`src/rtl/sim_clkgen_pkg.sv`:
```
// sim_clkgen_pkg
// Shared definitions for the multi-channel clock generator:
//   - chan_state_t : per-channel FSM state (IDLE, DELAY, RUN, STOP)
//   - CNT_W_DEF    : default width of the divide and phase counters
//   - div_high()   : number of high cycles in one period (div >> 1);
//                    odd ratios therefore get the shorter high half
package sim_clkgen_pkg;

  localparam int CNT_W_DEF = 16;

  typedef enum logic [1:0] {
    ST_IDLE  = 2'd0,
    ST_DELAY = 2'd1,
    ST_RUN   = 2'd2,
    ST_STOP  = 2'd3
  } chan_state_t;

  function automatic logic [31:0] div_high(input logic [31:0] div);
    return div >> 1;
  endfunction

endpackage

```
`src/rtl/sim_clkgen_chan.sv`:
```
// sim_clkgen_chan
// One divided-clock channel: FSM, period/phase counters, pending-config
// register and registered outputs.
// Ports:
//   clk, rst_n        reference clock, asynchronous active-low reset
//   i_en              run enable (level)
//   i_cfg_acc         a valid config (div >= 2) is accepted for this channel
//   i_cfg_div/phase   config payload
//   o_pending         a config is held waiting for the next wrap
//   o_clk             divided clock (registered)
//   o_rise            one-cycle strobe in the cycle o_clk goes 0->1
//   o_locked          running with its current configuration applied
module sim_clkgen_chan
  import sim_clkgen_pkg::*;
#(
  parameter int               CNT_W      = CNT_W_DEF,
  parameter logic [CNT_W-1:0] DIV_INIT   = CNT_W'(2),
  parameter logic [CNT_W-1:0] PHASE_INIT = CNT_W'(0)
) (
  input  logic             clk,
  input  logic             rst_n,
  input  logic             i_en,
  input  logic             i_cfg_acc,
  input  logic [CNT_W-1:0] i_cfg_div,
  input  logic [CNT_W-1:0] i_cfg_phase,
  output logic             o_pending,
  output logic             o_clk,
  output logic             o_rise,
  output logic             o_locked
);

  localparam logic [CNT_W-1:0] ONE = CNT_W'(1);

  chan_state_t      r_state, w_state_next;
  logic [CNT_W-1:0] r_div, w_div_next;
  logic [CNT_W-1:0] r_phase, w_phase_next;
  logic [CNT_W-1:0] r_cnt, w_cnt_next;
  logic [CNT_W-1:0] r_pcnt, w_pcnt_next;
  logic [CNT_W-1:0] r_pdiv, w_pdiv_next;
  logic [CNT_W-1:0] r_pphase, w_pphase_next;
  logic             r_pend, w_pend_next;
  logic             r_locked, w_locked_next;
  logic             r_clk, r_rise;
  logic             w_apply;
  logic             w_wrap;
  logic             w_active;
  logic [CNT_W-1:0] w_half;

  assign w_half   = CNT_W'(div_high(32'(r_div)));
  assign w_wrap   = (r_cnt == (r_div - ONE));
  assign w_active = (r_state == ST_RUN) || (r_state == ST_STOP);

  always_comb begin
    w_state_next  = r_state;
    w_div_next    = r_div;
    w_phase_next  = r_phase;
    w_cnt_next    = r_cnt;
    w_pcnt_next   = r_pcnt;
    w_pdiv_next   = r_pdiv;
    w_pphase_next = r_pphase;
    w_pend_next   = r_pend;
    w_locked_next = r_locked;
    w_apply       = 1'b0;

    case (r_state)
      ST_IDLE: begin
        // A pending config can still be here if it was accepted on the
        // same edge the channel dropped into IDLE.
        if (r_pend) begin
          w_div_next   = r_pdiv;
          w_phase_next = r_pphase;
          w_pend_next  = 1'b0;
        end
        if (i_cfg_acc) begin
          w_div_next   = i_cfg_div;
          w_phase_next = i_cfg_phase;
        end
        // Start with whatever config is in force after this edge.
        if (i_en) begin
          if (w_phase_next == '0) begin
            w_state_next = ST_RUN;
            w_cnt_next   = '0;
          end else begin
            w_state_next = ST_DELAY;
            w_pcnt_next  = w_phase_next;
          end
        end
      end

      ST_DELAY: begin
        if (!i_en) begin
          w_state_next = ST_IDLE;
          w_apply      = r_pend;
        end else if (r_pcnt <= ONE) begin
          // Last delay cycle: cnt=0 is the first RUN cycle after this edge.
          w_state_next = ST_RUN;
          w_cnt_next   = '0;
          w_apply      = r_pend;
        end else begin
          w_pcnt_next = r_pcnt - ONE;
        end
      end

      ST_RUN, ST_STOP: begin
        if (!i_en) begin
          // Finish the current period so no runt high pulse appears.
          if (w_wrap) begin
            w_state_next = ST_IDLE;
            w_cnt_next   = '0;
            w_apply      = r_pend;
          end else begin
            w_state_next = ST_STOP;
            w_cnt_next   = r_cnt + ONE;
          end
        end else begin
          // Enabled: RUN continues, STOP resumes without a gap.
          w_state_next = ST_RUN;
          if (w_wrap) begin
            w_cnt_next = '0;
            w_apply    = r_pend;
            if (r_pend && (r_pphase != '0)) begin
              w_state_next = ST_DELAY;
              w_pcnt_next  = r_pphase;
            end
          end else begin
            w_cnt_next = r_cnt + ONE;
          end
        end
      end

      default: begin
        w_state_next = ST_IDLE;
      end
    endcase

    if (w_apply) begin
      w_div_next   = r_pdiv;
      w_phase_next = r_pphase;
      w_pend_next  = 1'b0;
    end

    // Outside IDLE a new config waits for the next safe point.
    if (i_cfg_acc && (r_state != ST_IDLE)) begin
      w_pend_next   = 1'b1;
      w_pdiv_next   = i_cfg_div;
      w_pphase_next = i_cfg_phase;
    end

    if (w_state_next != ST_RUN) begin
      w_locked_next = 1'b0;
    end else if (w_active && w_wrap && !r_pend) begin
      w_locked_next = 1'b1;
    end
    if (i_cfg_acc) begin
      w_locked_next = 1'b0;
    end
  end

  always_ff @(posedge clk or negedge rst_n) begin
    if (!rst_n) begin
      r_state  <= ST_IDLE;
      r_div    <= DIV_INIT;
      r_phase  <= PHASE_INIT;
      r_cnt    <= '0;
      r_pcnt   <= '0;
      r_pdiv   <= '0;
      r_pphase <= '0;
      r_pend   <= 1'b0;
      r_locked <= 1'b0;
      r_clk    <= 1'b0;
      r_rise   <= 1'b0;
    end else begin
      r_state  <= w_state_next;
      r_div    <= w_div_next;
      r_phase  <= w_phase_next;
      r_cnt    <= w_cnt_next;
      r_pcnt   <= w_pcnt_next;
      r_pdiv   <= w_pdiv_next;
      r_pphase <= w_pphase_next;
      r_pend   <= w_pend_next;
      r_locked <= w_locked_next;
      // Outputs are registered from the current count, one cycle behind it.
      r_clk    <= w_active && (r_cnt < w_half);
      r_rise   <= w_active && (r_cnt == '0);
    end
  end

  assign o_pending = r_pend;
  assign o_clk     = r_clk;
  assign o_rise    = r_rise;
  assign o_locked  = r_locked;

endmodule

```
`src/rtl/sim_clkgen_multi.sv`:
```
// sim_clkgen_multi
// NUM_CH independent divided clocks from one reference clock, with
// per-channel enable, glitch-free stop and runtime reconfiguration.
// Ports:
//   clk, rst_n          reference clock, asynchronous active-low reset
//   ch_en               per-channel run enable
//   cfg_valid/ready     config handshake; ready drops only while the
//                       addressed channel already holds a pending config
//   cfg_ch/div/phase    config target and payload
//   cfg_err             one-cycle pulse after a rejected (div<2) request
//   clk_out, rise_stb   divided clocks and their rising-edge strobes
//   locked              channel running with its current config applied
module sim_clkgen_multi
  import sim_clkgen_pkg::*;
#(
  parameter int                      NUM_CH     = 4,
  parameter int                      CNT_W      = CNT_W_DEF,
  parameter logic [NUM_CH*CNT_W-1:0] DIV_INIT   = {NUM_CH{CNT_W'(2)}},
  parameter logic [NUM_CH*CNT_W-1:0] PHASE_INIT = {NUM_CH{CNT_W'(0)}},
  localparam int                     CH_W       = (NUM_CH > 1) ? $clog2(NUM_CH) : 1
) (
  input  logic              clk,
  input  logic              rst_n,
  input  logic [NUM_CH-1:0] ch_en,
  input  logic              cfg_valid,
  output logic              cfg_ready,
  input  logic [CH_W-1:0]   cfg_ch,
  input  logic [CNT_W-1:0]  cfg_div,
  input  logic [CNT_W-1:0]  cfg_phase,
  output logic              cfg_err,
  output logic [NUM_CH-1:0] clk_out,
  output logic [NUM_CH-1:0] rise_stb,
  output logic [NUM_CH-1:0] locked
);

  logic [NUM_CH-1:0] w_pending;
  logic [NUM_CH-1:0] w_acc;
  logic              w_sel_ok;
  logic              w_div_ok;
  logic              w_xfer;
  logic              r_cfg_err;

  // Channel numbers past NUM_CH can only exist for non-power-of-two counts;
  // such requests are accepted and flagged as errors.
  generate
    if (NUM_CH == (1 << CH_W)) begin : g_sel_full
      assign w_sel_ok = 1'b1;
    end else begin : g_sel_range
      assign w_sel_ok = (32'(cfg_ch) < NUM_CH);
    end
  endgenerate

  assign cfg_ready = w_sel_ok ? ~w_pending[cfg_ch] : 1'b1;
  assign w_xfer    = cfg_valid && cfg_ready;
  assign w_div_ok  = (cfg_div >= CNT_W'(2));

  always_ff @(posedge clk or negedge rst_n) begin
    if (!rst_n) begin
      r_cfg_err <= 1'b0;
    end else begin
      r_cfg_err <= w_xfer && !(w_div_ok && w_sel_ok);
    end
  end

  assign cfg_err = r_cfg_err;

  genvar gi;
  generate
    for (gi = 0; gi < NUM_CH; gi++) begin : g_ch
      assign w_acc[gi] = w_xfer && w_div_ok && (cfg_ch == CH_W'(gi));

      sim_clkgen_chan #(
        .CNT_W      (CNT_W),
        .DIV_INIT   (DIV_INIT[gi*CNT_W +: CNT_W]),
        .PHASE_INIT (PHASE_INIT[gi*CNT_W +: CNT_W])
      ) u_chan (
        .clk         (clk),
        .rst_n       (rst_n),
        .i_en        (ch_en[gi]),
        .i_cfg_acc   (w_acc[gi]),
        .i_cfg_div   (cfg_div),
        .i_cfg_phase (cfg_phase),
        .o_pending   (w_pending[gi]),
        .o_clk       (clk_out[gi]),
        .o_rise      (rise_stb[gi]),
        .o_locked    (locked[gi])
      );
    end
  endgenerate

endmodule

```
`config.mk`:
```
export PLATFORM = sky130hd
export DESIGN_NAME = sim_clkgen_multi
export DESIGN_NICKNAME = d
export VERILOG_FILES = /design/src/rtl/sim_clkgen_pkg.sv /design/src/rtl/sim_clkgen_chan.sv /design/src/rtl/sim_clkgen_multi.sv
export SDC_FILE = /design/constraint.sdc
export NUM_CORES = 1
export LEC_CHECK = 0
export BUFFER_PORTS_ARGS = -buffer_cell sky130_fd_sc_hd__buf_4
export CAP_MARGIN = 20
export CORE_MARGIN = 1
export CORE_UTILIZATION = 60
export DETAILED_ROUTE_END_ITERATION = 8
export PLACE_DENSITY = 0.82
export SLEW_MARGIN = 20
export SYNTH_ARGS = -nofsm -noshare
export SYNTH_HDL_FRONTEND = slang
export SYNTH_SLANG_ARGS = --single-unit
```
`constraint.sdc`:
```
create_clock -name clk -period 8.4 [get_ports clk]
set_input_delay 0.84 -clock clk [delete_from_list [all_inputs] [get_ports clk]]
set_output_delay 0.84 -clock clk [all_outputs]
set_load 0.01 [all_outputs]
```
Word level (Yosys, flattened, before mapping). Index checks and enable logic that the tools add are counted. Widths: inputs -> output; s select.

Muxes and demuxes: 170. Reduce and logical (&&, ||, !) cells: 93. Bitwise logic cells: 1. Order comparisons: 10. Eq/ne operators: 59. Add/sub/neg operators: 12.

Operators by type and width (number): $mux 16 (84); $pmux 16 s3 (8); $logic_not 16->1 (8); $sub 16x1->16 const B (8); $add 16x1->16 const B (4); $eq 16x16->1 (4); $le 16x1->1 const B (4); $lt 16x15->1 (4); $mux 2 (32); $reduce_bool 16->1 (4); $ne 2x2->1 const B (24); $mux 1 (37); $reduce_bool 3->1 (12); $ne 2x1->1 const B (16); $logic_and 1x1->1 (31); $reduce_and 7->1 (4); $pmux 2 s3 (4); $eq 2x2->1 const B (10); $ge 16x2->1 const B (1); $reduce_and 4->1 (4); $reduce_bool 2->1 (8); $eq 2x1->1 const B (5); $logic_not 2->1 (5); $pmux 1 s2 (4); other kinds (7) (20).

Flip-flop bits (word level): 409. Output and inout bits: 14. Logic and storage cells: 390. Input bits: 41.

Longest topological paths before layout. Gate-level depths: netlist of run 1.

Word-level depth: 15. Gate-level depth with buffers: 12. Gate-level depth less buffers: 10.

Modules after synthesis. A second synthesis of run 1 with hierarchy kept.

Cells, all modules: 2705. Area, all modules: 25783.5 µm².

Modules (own cells, without submodules): sim_clkgen_chan (g_ch[0].u_chan ...) (area an instance 6526.3 µm², instances 2, cells each 685); sim_clkgen_chan (g_ch[3].u_chan) (area an instance 6282.3 µm², instances 1, cells each 661); sim_clkgen_chan (g_ch[2].u_chan) (area an instance 6281.0 µm², instances 1, cells each 653); sim_clkgen_multi (area an instance 167.7 µm², instances 1, cells each 21).

Worst setup path before layout of run 1. No wires, ideal clock.

Path type: input to register. Start point: input cfg_div[9]. End point: register g_ch[0].u_chan.r_pcnt[13]. Required time: 8.279 ns. Slack: 5.059 ns. Arrival time: 3.220 ns. Path buffers: 2. Cell stages on the path: 10. Cell sequence: clkbuf_1 -> nor4_1 -> a41o_1 -> nor3_1 -> buf_2 -> mux2i_1 -> nand2_1 -> o211ai_1 -> o311ai_0 -> a22o_1.

Cells in the longest elaborated chain, start to end: 8.

RTL lines: start: declaration (line sim_clkgen_multi.sv:28) `input logic [CNT_W-1:0] cfg_div,`; $ge 16x2->1 * (line sim_clkgen_multi.sv:55) `assign w_div_ok = (cfg_div >= CNT_W'(2));`; $logic_and 1x1->1 * (2 in series) (line sim_clkgen_multi.sv:70) `assign w_acc[gi] = w_xfer && w_div_ok && (cfg_ch == CH_W'(gi));`; $mux 16 * (line sim_clkgen_chan.sv:74) `if (i_cfg_acc) begin`; $mux 16 * (line sim_clkgen_chan.sv:65) `case (r_state)`; $logic_not 16->1 / $mux 16 (equally long branches) (line sim_clkgen_chan.sv:80) `if (w_phase_next == '0) begin`; $ne 2x2->1 (no source line) / $mux 16 (equally long branches); $reduce_and 7->1 (no source line) / $pmux 16 s3 (equally long branches); end signal: assignment (line sim_clkgen_chan.sv:177) `r_pcnt <= w_pcnt_next;`; end: declaration (line sim_clkgen_chan.sv:38) `logic [CNT_W-1:0] r_pcnt, w_pcnt_next;`.

Every way passes the cells marked *; elsewhere a longest branch is shown, timed or not. The select of a mux whose other input is x is not followed. A chain may end at the register's enable or synchronous reset.

Final worst setup path of run 1.
Start point: register g_ch[3].u_chan.r_div[3]. End point: register g_ch[3].u_chan.r_phase[15].

Cells in the longest elaborated chain, start to end: 5.

RTL lines: start: declaration (line sim_clkgen_chan.sv:35) `logic [CNT_W-1:0] r_div, w_div_next;`; start signal: assignment (line sim_clkgen_chan.sv:174) `r_div <= w_div_next;`; $sub 16x1->16 * (line sim_clkgen_chan.sv:50) `assign w_wrap = (r_cnt == (r_div - ONE));`; $eq 16x16->1 * (line sim_clkgen_chan.sv:50); $mux 1 * (line sim_clkgen_chan.sv:107, sim_clkgen_chan.sv:118); $pmux 1 s2 * (line sim_clkgen_chan.sv:65); $mux 16 / $reduce_bool 2->1 (equally long branches); end signal: assignment (line sim_clkgen_chan.sv:175) `r_phase <= w_phase_next;`; end: declaration (line sim_clkgen_chan.sv:36) `logic [CNT_W-1:0] r_phase, w_phase_next;`.

Every way passes the cells marked *; elsewhere a longest branch is shown, timed or not.

==> run_summary.xml, run 1 <==
<?xml version="1.0" encoding="UTF-8"?>
<metrics>
  <group name="grt">
    <metric name="antenna_violations_before_repair" unit="">3</metric>
    <metric name="grt_max_degree" unit="">172</metric>
    <metric name="grt_first_pass_wirelength" unit="um">117000</metric>
    <metric name="grt_pass1_vias" unit="">21482</metric>
    <metric name="global_route.usage.total" unit="%">33.3</metric>
    <metric name="globalRoute.totalOverflow" unit="">0</metric>
  </group>
  <group name="worst_setup_path">
    <metric name="crit_path_top_delay_cell" unit="">sky130_fd_sc_hd__and2_1</metric>
    <metric name="endpoint_kind" unit="">register</metric>
    <metric name="worst-setup-path-type" unit="">register to register</metric>
    <metric name="startpoint_type" unit="">register</metric>
    <metric name="critPathRequiredTime" unit="ns">8.88</metric>
    <metric name="max_stage_delay" unit="ns">0.87</metric>
    <metric name="worstPathMaxFanout" unit="">24</metric>
    <metric name="critical_path_arrival" unit="ns">5.29</metric>
    <metric name="worstPathCellList" unit="">nor4_2 -&gt; a21oi_1 -&gt; or2_2 -&gt; nor4_1 -&gt; nand4_1 -&gt; o21ai_1 -&gt; and2_1 -&gt; mux2_2</metric>
  </group>
  <group name="sta">
    <metric name="setup_tns" unit="ns">0</metric>
    <metric name="timing.final.setup_violations" unit="">0</metric>
    <metric name="grt_setup_unrepaired" unit="">false</metric>
    <metric name="worst_slew_margin_rel" unit="%">26.1</metric>
    <metric name="setup_skew" unit="ns">0.0115</metric>
    <metric name="timing.final.max_slew_violations" unit="">0</metric>
    <metric name="hold_viol" unit="">0</metric>
    <metric name="maximum_clock_frequency" unit="MHz">208</metric>
    <metric name="fin_crit_sh" unit="%">57.3</metric>
    <metric name="tightestPinTransition" unit="ns">1.11</metric>
    <metric name="final.min_clock_period" unit="ns">4.82</metric>
  </group>
  <group name="power">
    <metric name="ir_worst_vdd" unit="mV">0.224</metric>
    <metric name="p_per_area" unit="nW/um^2">318</metric>
    <metric name="static_power_due_to_leakage" unit="uW">0.0125</metric>
  </group>
  <group name="logic_synthesis">
    <metric name="synth_top_cell_area_share" unit="%">39.5</metric>
    <metric name="netlist.top_cell.by_area" unit="">sky130_fd_sc_hd__dfrtp_1</metric>
    <metric name="synth-warning-count" unit="">0</metric>
    <metric name="count_leader_synth" unit="">sky130_fd_sc_hd__dfrtp_1</metric>
    <metric name="mapped_area" unit="um^2">25600</metric>
    <metric name="largest_cells_by_area_after_synthesis" unit="">sky130_fd_sc_hd__dfrtp_1, sky130_fd_sc_hd__mux2i_1, sky130_fd_sc_hd__mux2_2</metric>
    <metric name="synth-edff-count" unit="">0</metric>
    <metric name="synth_common_cells" unit="">sky130_fd_sc_hd__dfrtp_1, sky130_fd_sc_hd__nand2_1, sky130_fd_sc_hd__o21ai_0, sky130_fd_sc_hd__mux2i_1, sky130_fd_sc_hd__clkbuf_1</metric>
    <metric name="avgSynthCellArea" unit="um^2">9.23</metric>
    <metric name="synth_flop_cell" unit="">sky130_fd_sc_hd__dfrtp_1</metric>
    <metric name="yosys.cell_types.count" unit="">93</metric>
    <metric name="post_synth_net_total" unit="">2896</metric>
    <metric name="ys_async_sr_fraction" unit="%">100</metric>
    <metric name="ff_latch_count_synth" unit="">409</metric>
    <metric name="synth_cells" unit="">2779</metric>
    <metric name="synth_seq_area_share" unit="%">39.9</metric>
  </group>
  <group name="routing">
    <metric name="vias_per_cell" unit="">6.80</metric>
    <metric name="wl_per_cell" unit="um">22.2</metric>
    <metric name="detailedRoute.firstPassIterationCount" unit="">6</metric>
    <metric name="totalWireLength" unit="um">72700</metric>
    <metric name="dr_total_vias" unit="">22255</metric>
    <metric name="drc" unit="">0</metric>
    <metric name="drt-initial-drc-count" unit="">2482</metric>
    <metric name="antenna_violation_net_count_after_detailed_routing" unit="">0</metric>
  </group>
  <group name="clock_network">
    <metric name="clk_pin_slew_worst_paths" unit="ns">0.06</metric>
    <metric name="clock_tree.root_cell" unit="">sky130_fd_sc_hd__clkbuf_16</metric>
    <metric name="cts_hold_buf" unit="">0</metric>
    <metric name="cts_tree" unit="">yes</metric>
    <metric name="clock_latency" unit="ns">0.59</metric>
    <metric name="ctsLongestPathBuffers" unit="">3</metric>
    <metric name="clock_sink_total" unit="">409</metric>
    <metric name="clock_tree.htree_level_count" unit="">2</metric>
    <metric name="clock_buffers_created_by_tritoncts" unit="">46</metric>
    <metric name="cts_setup_buffers" unit="">0</metric>
    <metric name="post_cts_resize_count" unit="">0</metric>
  </group>
  <group name="cells_and_area">
    <metric name="syn_to_final_growth" unit="%">8.51</metric>
    <metric name="drive_above_1_share" unit="%">13.0</metric>
    <metric name="layout.nets" unit="">2812</metric>
    <metric name="post_route_cell_area" unit="um^2">27800</metric>
  </group>
  <group name="placed_design">
    <metric name="dp_hpwl" unit="um">49100</metric>
    <metric name="numPortBuffers" unit="">54</metric>
    <metric name="gp_routability_congestion" unit="">0.990</metric>
    <metric name="placedInstanceArea" unit="um^2">26100</metric>
  </group>
  <group name="floorplanning">
    <metric name="ioPinCount" unit="">55</metric>
    <metric name="die_width" unit="um">209</metric>
    <metric name="row_count" unit="">75</metric>
    <metric name="initial_utilization" unit="%">61.0</metric>
    <metric name="core_area" unit="um^2">42000</metric>
    <metric name="area_enclosed_by_the_die_boundary" unit="um^2">43600</metric>
    <metric name="chipHeight" unit="um">209</metric>
  </group>
  <group name="flow_run">
    <metric name="maximum_capacitance_violations" unit="">0</metric>
  </group>
  <group name="status">
    <metric name="status" unit="">complete, no violations</metric>
  </group>
  <group name="worst_hold_path">
    <metric name="hold_path_class" unit="">primary input to asynchronous set/reset pin</metric>
  </group>
</metrics>
registers in the layout, indices dropped and copies added, names as in the netlist:
| name | flops |
|---|---|
| g_ch.u_chan.o_rise | 4 |
| g_ch.u_chan.r_pcnt | 64 |
| g_ch.u_chan.r_pphase | 64 |
| g_ch.u_chan.r_state | 8 |
| g_ch.u_chan.r_div | 64 |
| g_ch.u_chan.o_pending | 4 |
| cfg_err | 1 |
| g_ch.u_chan.r_phase | 64 |
| g_ch.u_chan.r_cnt | 64 |
| g_ch.u_chan.o_locked | 4 |
| g_ch.u_chan.o_clk | 4 |
| g_ch.u_chan.r_pdiv | 64 |
logic make-up (layout without fill, tap and decap cells):
family                   after synthesis  after routing  share of synthesized area (%)
AND/OR/NAND/NOR                      874            874                           16.9
AO/OA/AOI/OAI                        681            681                           18.0
other                                  0              3                              0
flip-flops                           409            409                           39.9
adder cells (fa/ha/maj)               76             76                           3.71
XOR/XNOR                              90             90                           3.13
multiplexers                         313            313                           12.9
buffers and inverters                336            290                           5.39
per-stage QoR:
step                power [uW]  hold slack, ns  std cells  util [%]  setup slack [ns]
floorplan                 5610           0.461       2779         -              5.06
global placement          6330           0.482       3185      62.0              3.87
detailed placement        6510           0.488       3185      62.1              3.79
CTS                       8780           0.266       3271      66.1              3.75
global route              9360           0.302       3272      66.2              3.37
finish                    8850           0.249       3275      66.2              3.58
layout by cell type, fill, tap and decap left out, types with 11 or more instances in the layout:
master,Yosys,routed
sky130_fd_sc_hd__a22o_1,19,19
sky130_fd_sc_hd__and3_1,28,28
sky130_fd_sc_hd__o22ai_1,11,11
sky130_fd_sc_hd__buf_4,18,81
sky130_fd_sc_hd__a21o_1,32,32
sky130_fd_sc_hd__o311ai_0,12,12
sky130_fd_sc_hd__dfrtp_1,405,404
sky130_fd_sc_hd__nor3b_1,11,11
sky130_fd_sc_hd__or3_1,23,23
sky130_fd_sc_hd__o21a_1,19,19
sky130_fd_sc_hd__mux2i_1,177,177
sky130_fd_sc_hd__nor4_1,87,86
sky130_fd_sc_hd__nand2_1,288,287
sky130_fd_sc_hd__a21oi_1,98,95
sky130_fd_sc_hd__mux2_2,133,133
sky130_fd_sc_hd__o21ai_0,193,193
sky130_fd_sc_hd__a211oi_1,28,28
sky130_fd_sc_hd__nor2_1,150,148
sky130_fd_sc_hd__inv_1,117,117
sky130_fd_sc_hd__nand2b_1,14,14
sky130_fd_sc_hd__o211ai_1,46,46
sky130_fd_sc_hd__or2_2,18,18
sky130_fd_sc_hd__a22oi_1,17,17
sky130_fd_sc_hd__nor3_1,65,63
sky130_fd_sc_hd__o31ai_1,22,22
sky130_fd_sc_hd__xnor2_1,59,59
sky130_fd_sc_hd__a31oi_1,39,38
sky130_fd_sc_hd__a221oi_1,13,13
sky130_fd_sc_hd__nand3_1,83,83
sky130_fd_sc_hd__nor2b_1,12,12
sky130_fd_sc_hd__clkbuf_16,0,47
sky130_fd_sc_hd__nand4_1,33,33
sky130_fd_sc_hd__xor2_1,30,30
sky130_fd_sc_hd__ha_1,76,76
sky130_fd_sc_hd__a221o_1,22,22
power by group:
group,switching [uW],total [uW],internal (uW),leakage [uW]
sequential,940,3590,2650,0.00493
clock,876,2240,1370,0.000820
combinational,1640,3010,1370,0.00673
total,3460,8850,5390,0.0125
layer usage:
metal	global-route usage, %	wire length (um)
met1	44.7	30300
met2	52.6	33700
met3	6.63	5730
met4	14.3	2950
met5	0	17
worst max-delay path: cells and delay by family (launching register included):
| kind | cells | cell delay [ns] |
|---|---|---|
| and+or+nand+nor | 5 | 2.81 |
| AOI/OAI and AO/OA | 2 | 1.00 |
| DFF | 1 | 0.47 |
| muxes | 1 | 0.43 |
cell type report:
class	instances	area (um^2)
Antenna cell	3	7.51
Fill cell	3296	14200
Sequential cell	409	10200
Clock buffer	65	1340
Timing Repair Buffer	84	663
Tap cell	539	674
Inverter	120	450
Multi-Input combinational cell	2034	14100
Clock inverter	21	335
worst paths after layout:
path | from | end | slack (ns) | cells after the start
worst max-delay path | g_ch[3].u_chan.r_div[3] | g_ch[3].u_chan.r_phase[15] | 3.58 | 8
worst min-delay path | rst_n | g_ch[1].u_chan.r_pcnt[14] | 0.25 | 1
worst max register to register | g_ch[3].u_chan.r_div[3] | g_ch[3].u_chan.r_phase[15] | 3.58 | 8
worst min register to register | g_ch[1].u_chan.r_pdiv[4] | g_ch[1].u_chan.r_pdiv[4] | 0.51 | 1
max in group asynchronous | rst_n | g_ch[3].u_chan.o_pending | 6.68 | 2
min in group clk | g_ch[1].u_chan.r_pdiv[4] | g_ch[1].u_chan.r_pdiv[4] | 0.51 | 1
Power figures use the tool's default switching activity.
==> run 2: changes to the inputs <==
- clock period: 8.4 -> 5 ns (I/O delays scaled with it)
==> run 2 against run 1 <==
  * Largest cell class unchanged
  * Cell count about the same
  * Critical path type unchanged
  * Total power up 65%
  * Design area down 0.38%
  * Non-clock buffer count up 12
  * Hold slack worse by 0.068 ns
==> run_summary.xml, run 2 (synthesized netlist as in run 1, its figures left out) <==
<?xml version="1.0" encoding="UTF-8"?>
<metrics>
  <group name="power">
    <metric name="ir_worst_vdd" unit="mV">0.466</metric>
    <metric name="static_power_due_to_leakage" unit="uW">0.0125</metric>
    <metric name="p_per_area" unit="nW/um^2">526</metric>
  </group>
  <group name="cells_and_area">
    <metric name="syn_to_final_growth" unit="%">8.10</metric>
    <metric name="most-common-layout-cells" unit="">sky130_fd_sc_hd__dfrtp_1, sky130_fd_sc_hd__nand2_1, sky130_fd_sc_hd__o21ai_0, sky130_fd_sc_hd__mux2i_1, sky130_fd_sc_hd__nor2_1</metric>
    <metric name="drive_above_1_share" unit="%">13.1</metric>
    <metric name="finish.utilization" unit="%">65.9</metric>
    <metric name="layout.cells.most_common" unit="">sky130_fd_sc_hd__dfrtp_1</metric>
    <metric name="nFillCells" unit="">3329</metric>
    <metric name="layout.nets" unit="">2823</metric>
    <metric name="post_route_cell_area" unit="um^2">27700</metric>
    <metric name="n_antenna_cell" unit="">0</metric>
  </group>
  <group name="status">
    <metric name="status" unit="">complete, no violations</metric>
  </group>
  <group name="worst_hold_path">
    <metric name="hold_path_class" unit="">primary input to register</metric>
    <metric name="hp-start" unit="">ch_en[2]</metric>
  </group>
  <group name="clock_network">
    <metric name="clk_pin_slew_worst_paths" unit="ns">0.06</metric>
    <metric name="clock_tree.root_cell" unit="">sky130_fd_sc_hd__clkbuf_16</metric>
    <metric name="clock_tree.htree_level_count" unit="">2</metric>
    <metric name="clock_buffers_created_by_tritoncts" unit="">45</metric>
    <metric name="post_cts_resize_count" unit="">0</metric>
    <metric name="ctsLongestPathBuffers" unit="">3</metric>
    <metric name="clock_latency" unit="ns">0.59</metric>
    <metric name="cts_setup_buffers" unit="">0</metric>
    <metric name="cts_hold_buf" unit="">1</metric>
    <metric name="cts_tree" unit="">yes</metric>
    <metric name="clock_sink_total" unit="">409</metric>
  </group>
  <group name="worst_setup_path">
    <metric name="endpoint_kind" unit="">register</metric>
    <metric name="worst_setup_path_startpoint" unit="">g_ch[3].u_chan.r_div[3]</metric>
    <metric name="critPathRequiredTime" unit="ns">5.46</metric>
    <metric name="worstPathMaxFanout" unit="">13</metric>
    <metric name="regToRegStartpoint" unit="">g_ch[3].u_chan.r_div[3]</metric>
    <metric name="r2r_slack" unit="ns">1.00</metric>
    <metric name="startpoint_type" unit="">register</metric>
    <metric name="critical_path_arrival" unit="ns">4.46</metric>
    <metric name="worst-setup-path-type" unit="">register to register</metric>
  </group>
  <group name="sta">
    <metric name="final.min_clock_period" unit="ns">4.00</metric>
    <metric name="timing.final.max_slew_violations" unit="">0</metric>
    <metric name="fin_crit_sh" unit="%">79.9</metric>
    <metric name="setup_tns" unit="ns">0</metric>
    <metric name="maximum_clock_frequency" unit="MHz">250</metric>
    <metric name="worst_slew_margin_rel" unit="%">27.1</metric>
    <metric name="tightestPinTransition" unit="ns">1.09</metric>
    <metric name="grt_setup_unrepaired" unit="">false</metric>
    <metric name="timing.final.setup_violations" unit="">0</metric>
    <metric name="setup_skew" unit="ns">0.0168</metric>
    <metric name="hold_viol" unit="">0</metric>
  </group>
  <group name="grt">
    <metric name="antenna_violations_before_repair" unit="">2</metric>
    <metric name="grt_first_pass_wirelength" unit="um">117000</metric>
    <metric name="global_route.usage.total" unit="%">33.1</metric>
    <metric name="grt_pass1_vias" unit="">21485</metric>
    <metric name="grt_max_degree" unit="">114</metric>
    <metric name="globalRoute.totalOverflow" unit="">0</metric>
  </group>
  <group name="routing">
    <metric name="dr_total_vias" unit="">22169</metric>
    <metric name="wl_per_cell" unit="um">21.9</metric>
    <metric name="totalWireLength" unit="um">71700</metric>
    <metric name="vias_per_cell" unit="">6.76</metric>
    <metric name="drc" unit="">0</metric>
    <metric name="antenna_violation_net_count_after_detailed_routing" unit="">0</metric>
    <metric name="detailedRoute.firstPassIterationCount" unit="">7</metric>
    <metric name="drt-initial-drc-count" unit="">2304</metric>
  </group>
  <group name="floorplanning">
    <metric name="chipHeight" unit="um">209</metric>
    <metric name="row_count" unit="">75</metric>
    <metric name="ioPinCount" unit="">55</metric>
    <metric name="area_enclosed_by_the_die_boundary" unit="um^2">43600</metric>
    <metric name="initial_utilization" unit="%">61.0</metric>
    <metric name="die_width" unit="um">209</metric>
    <metric name="core_area" unit="um^2">42000</metric>
  </group>
  <group name="placed_design">
    <metric name="gp_routability_congestion" unit="">0.968</metric>
    <metric name="numPortBuffers" unit="">54</metric>
    <metric name="dp_hpwl" unit="um">49600</metric>
    <metric name="placedInstanceArea" unit="um^2">26200</metric>
  </group>
  <group name="flow_run">
    <metric name="maximum_capacitance_violations" unit="">0</metric>
  </group>
</metrics>
[run 2: worst paths after layout]
path                       cells after the start                   endpoint
max in group asynchronous                      3  g_ch[0].u_chan.r_phase[4]
max                                           10  g_ch[3].u_chan.r_phase[0]
min                                            2  g_ch[2].u_chan.r_state[0]
max reg2reg                                   10  g_ch[3].u_chan.r_phase[0]
min reg2reg                                    1   g_ch[2].u_chan.r_pdiv[6]
min in group asynchronous                      2  g_ch[1].u_chan.r_pcnt[11]
[run 2: where the power goes]
| part | switching (uW) | internal (uW) |
|---|---|---|
| registers | 1590 | 4450 |
| logic | 2740 | 2310 |
| clock network | 1420 | 2080 |
| total | 5750 | 8850 |
[run 2: layer usage]
metal | global-route usage [%] | part of all wire, %
met1 | 45.0 | 41
met2 | 52.5 | 47
met3 | 6.96 | 9.0
met4 | 11.7 | 3.1
met5 | 0 | 0.015
[run 2: worst max-delay path, stage by stage (launching register included)]
cell and delay, ns:
sky130_fd_sc_hd__dfrtp_1 0.45, sky130_fd_sc_hd__nor4_2 0.73, sky130_fd_sc_hd__o2111ai_1 0.30, sky130_fd_sc_hd__a311o_1 0.43, sky130_fd_sc_hd__nor3_1 0.21, sky130_fd_sc_hd__nand4_1 0.26
sky130_fd_sc_hd__o21ai_1 0.23, sky130_fd_sc_hd__buf_4 0.22, sky130_fd_sc_hd__and2_1 0.42, sky130_fd_sc_hd__buf_4 0.28, sky130_fd_sc_hd__mux2_2 0.35
[run 2: metrics by stage]
stage	std cells	setup slack (ns)	total power [uW]	hold WS, ns
after CTS	3277	1.01	14500	0.166
after detailed placement	3196	1.02	11000	0.490
final	3278	1.00	14600	0.181
after floorplan	2779	1.80	9430	0.204
after global routing	3278	0.715	15500	0.180
after global placement	3196	1.18	10700	0.483
[run 2: final cells by class]
| cell class | count | area, um^2 | area share (%) |
|---|---|---|---|
| sequential | 409 | 10200 | 36.9 |
| multi-input combinational | 2034 | 14100 | 50.8 |
| clock inverter | 20 | 267 | 0.961 |
| tap | 539 | 674 | 2.43 |
| clock buffer | 60 | 1260 | 4.55 |
| timing repair buffer | 96 | 743 | 2.68 |
| inverter | 120 | 450 | 1.62 |
